[src/rtl/alu_sweep.sv]
// Sequences one operand pair through all eight ALU select codes, letting each
// result settle for SETTLE_CYCLES cycles and handing it downstream as a record.
module alu_sweep #(
  parameter int unsigned SETTLE_CYCLES = 2
) (
  input  logic        clk_in,
  input  logic        rst_n_in,
  input  logic        start_in,
  input  logic [7:0]  a_in,
  input  logic [7:0]  b_in,
  output logic        busy_out,
  output logic [7:0]  alu_d0_out,
  output logic [7:0]  alu_d1_out,
  output logic [2:0]  alu_sel_out,
  input  logic [15:0] alu_res_in,
  input  logic        alu_gt_in,
  input  logic        alu_eq_in,
  output logic        rec_valid_out,
  input  logic        rec_ready_in,
  output logic [2:0]  rec_sel_out,
  output logic [15:0] rec_res_out,
  output logic        rec_gt_out,
  output logic        rec_eq_out,
  output logic        done_out
);

  typedef enum logic [1:0] {
    IDLE  = 2'd0,
    DRIVE = 2'd1,
    EMIT  = 2'd2,
    DONE  = 2'd3
  } state_t;

  localparam logic [3:0] CNT_LAST = 4'(SETTLE_CYCLES - 1);

  state_t     state_r;
  state_t     state_next_s;
  logic [3:0] cnt_r;
  logic       settle_end_s;
  logic       xfer_s;
  logic       last_sel_s;

  assign settle_end_s = (state_r == DRIVE) && (cnt_r == CNT_LAST);
  assign xfer_s       = (state_r == EMIT) && rec_ready_in;
  assign last_sel_s   = (alu_sel_out == 3'd7);

  // Next-state decode for the sweep sequencer.
  always_comb begin
    state_next_s = state_r;
    case (state_r)
      IDLE: begin
        if (start_in) state_next_s = DRIVE;
        else          state_next_s = IDLE;
      end
      DRIVE: begin
        if (settle_end_s) state_next_s = EMIT;
        else              state_next_s = DRIVE;
      end
      EMIT: begin
        if (xfer_s) begin
          if (last_sel_s) state_next_s = DONE;
          else            state_next_s = DRIVE;
        end else begin
          state_next_s = EMIT;
        end
      end
      DONE:    state_next_s = IDLE;
      default: state_next_s = IDLE;
    endcase
  end

  // State register plus all datapath and output registers.
  always_ff @(posedge clk_in or negedge rst_n_in) begin
    if (!rst_n_in) begin
      state_r       <= IDLE;
      cnt_r         <= 4'd0;
      busy_out      <= 1'b0;
      alu_d0_out    <= 8'd0;
      alu_d1_out    <= 8'd0;
      alu_sel_out   <= 3'd0;
      rec_valid_out <= 1'b0;
      rec_sel_out   <= 3'd0;
      rec_res_out   <= 16'd0;
      rec_gt_out    <= 1'b0;
      rec_eq_out    <= 1'b0;
      done_out      <= 1'b0;
    end else begin
      state_r       <= state_next_s;
      // Status flags are decoded from the next state so they stay registered.
      busy_out      <= (state_next_s != IDLE);
      rec_valid_out <= (state_next_s == EMIT);
      done_out      <= (state_next_s == DONE);
      case (state_r)
        IDLE: begin
          if (start_in) begin
            alu_d0_out  <= a_in;
            alu_d1_out  <= b_in;
            alu_sel_out <= 3'd0;
            cnt_r       <= 4'd0;
          end
        end
        DRIVE: begin
          if (settle_end_s) begin
            rec_sel_out <= alu_sel_out;
            rec_res_out <= alu_res_in;
            rec_gt_out  <= alu_gt_in;
            rec_eq_out  <= alu_eq_in;
            cnt_r       <= 4'd0;
          end else begin
            cnt_r <= cnt_r + 4'd1;
          end
        end
        EMIT: begin
          // Select stops at 7 so it is held through DONE and IDLE.
          if (xfer_s && !last_sel_s) begin
            alu_sel_out <= alu_sel_out + 3'd1;
            cnt_r       <= 4'd0;
          end
        end
        DONE: begin
          cnt_r <= 4'd0;
        end
        default: begin
          cnt_r <= 4'd0;
        end
      endcase
    end
  end

endmodule

[config.mk]
export PLATFORM = sky130hd
export DESIGN_NAME = alu_sweep
export DESIGN_NICKNAME = d
export VERILOG_FILES = /design/src/rtl/alu_sweep.sv
export SDC_FILE = /design/constraint.sdc
export NUM_CORES = 1
export LEC_CHECK = 0
export CORE_MARGIN = 5
export CORE_UTILIZATION = 35
export DETAILED_ROUTE_END_ITERATION = 7
export PLACE_DENSITY_LB_ADDON = 0.2
export SLEW_MARGIN = 20
export SYNTH_ARGS = -nofsm -noshare
export SYNTH_HDL_FRONTEND = slang
export SYNTH_SLANG_ARGS = --single-unit
[constraint.sdc]
create_clock -name clk_in -period 1.76 [get_ports clk_in]
set_input_delay 0.176 -clock clk_in [delete_from_list [all_inputs] [get_ports clk_in]]
set_output_delay 0.176 -clock clk_in [all_outputs]
set_load 0.1 [all_outputs]
==> impl_metrics.env <==
export IMPL_yosysSeqAreaShare_pct=61.14
export IMPL_hold_viol=0
export IMPL_finish_net_count=257
export IMPL_cts_resized=0
export IMPL_syn_inst=127
export IMPL_overflow=0
export IMPL_die_h_um=85.70
export IMPL_path_clk_slew_ns=0.09
export IMPL_synth_area_mm2=0.002006
export IMPL_cts_setup_buffers=0
export IMPL_place_gp_congestion=0.8055
export IMPL_fmax_ghz=0.6039
export IMPL_diodes=0
export IMPL_drive_gt1_share_pct=48.61
export IMPL_numClockSinks=49
export IMPL_vias=1333
export IMPL_crit_path_cell_trace="ha_4, ha_2, and4bb_2, nor2_1, mux2_2"
export IMPL_syn_nets=169
export IMPL_startpoint="alu_sel_out[1]"
export IMPL_grtUsageMet1_pct=13.21
export IMPL_cp_num_buf_inv=0
export IMPL_die_area_mm2=0.007344
export IMPL_drt_iter0_drc=28
export IMPL_numCtsBuffers=5
export IMPL_drc=0
export IMPL_die_w_um=85.70
export IMPL_critPathKind="register to register"
export IMPL_via_per_inst=4.628
export IMPL_grt_start_max_net_pins=27
export IMPL_cts_buffer_depth=2
export IMPL_grt_pass1_vias=1512
export IMPL_synth_area_per_cell_um2=15.79
export IMPL_worstSetupPathDepth=5
export IMPL_yosysWarningCount=0
export IMPL_use_met3_pct=4.899
export IMPL_final_common_cell="dfrtp_1"
export IMPL_cts_root_buf="clkbuf_8"
export IMPL_ios=81
export IMPL_core_mm2=0.005540
export IMPL_startpoint_type="register"
export IMPL_dr_pass1_iters=4
export IMPL_htreeDepth=2
export IMPL_setup_violations_final=0
export IMPL_cp_top_family="flip-flops"
export IMPL_critPathCaptureType="register"
export IMPL_cp_max_fo=4
export IMPL_drt_total_wl_um=4378
export IMPL_rows=27
export IMPL_status="completed"
export IMPL_r2r_start="alu_sel_out[1]"
export IMPL_final_min_clock_period_ns=1.656
export IMPL_grt_pass1_wl_um=7100
export IMPL_numPortBuffers=80
export IMPL_ant_nets=0
export IMPL_dp_hpwl_um=3499
export IMPL_maxCapViolCount=0
export IMPL_clk_latency_ns=0.30
export IMPL_wl_per_cell_um=15.20
export IMPL_grt_busiest_layer="met2"
export IMPL_hold_class="input port to asynchronous set/reset pin"
export IMPL_cts_hold_buf=1
export IMPL_ys_types=27
export IMPL_rr_worst_depth=5
export IMPL_worstMarginPinSlew_ns=0.4859
export IMPL_use_met2_pct=22.10
export IMPL_skew_ns=0.007812
export IMPL_cts_tree="yes"
export IMPL_min_period_over_period_pct=94.09
export IMPL_synth_seq_cells=49
export IMPL_syn_to_final_growth_pct=46.23
export IMPL_layout_common_cells="dfrtp_1, buf_4, mux2_2, clkdlybuf4s50_1, clkbuf_8"
export IMPL_grt_use_total_pct=12.25
export IMPL_rsz0062_at_grt="false"
export IMPL_crit_required_ns=1.94
export IMPL_fin_util_pct=52.94
export IMPL_crit_arrival_ns=1.84
export IMPL_antenna_found_initial=0
export IMPL_slew_headroom_pct=67.41
export IMPL_drv_slew=0
export IMPL_start_util_pct=36.20
export IMPL_slowest_delay_ns=0.53
export IMPL_finalSetupTns_ns=0
export IMPL_slowest_stage="dfrtp_4"
-- Yosys cell counts (all sizes together) --
cell	instances	area share [%]
a211oi	1	0.37
a21o	1	0.37
a21oi	2	0.50
a221o	1	0.50
a22o	3	1.3
and4bb	2	1.2
buf	5	2.8
dfrtp	49	61
ha	4	2.5
inv	1	0.19
mux2	38	22
nand2	2	0.50
nand2b	1	0.31
nand3	1	0.25
nor2	2	0.37
nor2b	4	1.6
nor3	1	0.25
nor3b	3	2.2
o21ai	3	0.75
o2bb2ai	1	0.44
or2b	1	0.37
xnor2	1	0.44
-- flip-flops by register name, indices dropped and copies added (netlist names) --
register	flops
done_out	1
busy_out	1
rec_valid_out	1
rec_res_out	16
cnt_r	4
state_r	2
rec_sel_out	3
alu_d1_out	8
rec_gt_out	1
rec_eq_out	1
alu_sel_out	3
alu_d0_out	8
-- final timing paths --
path                                    to  slack, ns
setup reg to reg            alu_sel_out[0]       0.10
hold / removal               alu_d1_out[6]       0.23
min in group clk_in          alu_d1_out[4]       0.48
setup / recovery            alu_sel_out[0]       0.10
hold reg to reg            rec_res_out[11]       0.51
max in group asynchronous   alu_sel_out[1]       0.96
-- area by class of cell --
cell class	count	area, um^2
clock inverters	2	13.76
inverters	1	3.754
repair buffers	86	773.2
fillers	474	2608
clock buffers	6	82.58
well taps	72	90.09
multi-input cells	72	734.5
flip-flops and latches	49	1235
-- cell families after synthesis --
family | after synthesis | share of synthesized area (%)
AOI/OAI and AO/OA | 12 | 4.242
xor gates and xnor gates | 1 | 0.4368
adders and majority gates | 4 | 2.495
buffers and inverters | 6 | 2.994
DFF | 49 | 61.14
muxes | 38 | 21.52
and+or+nand+nor | 17 | 7.174
-- metal layers --
layer	routed length (um)	vias up	share of wire (%)
met3	416	7	9.5
li1	-	629	-
met1	1775	640	41
met2	2137	57	49
met4	49	0	1.1
met5	0	-	0
-- through the flow --
step                instances  worst slack (ns)  instance area, um^2  hold WS (ns)
floorplan                 127          0.009347                 2029       -0.1196
global placement          279            0.1444                 2826      0.004868
detailed placement        279            0.1118                 2826      0.009018
CTS                       288           0.09730                 2933        0.2262
global route              288          0.007875                 2933        0.2423
finish                    288            0.1040                 2933        0.2283
Power is left out: the tool's default activity adds up to more than one toggle a clock period on the data nets, which glitch-free logic cannot reach.
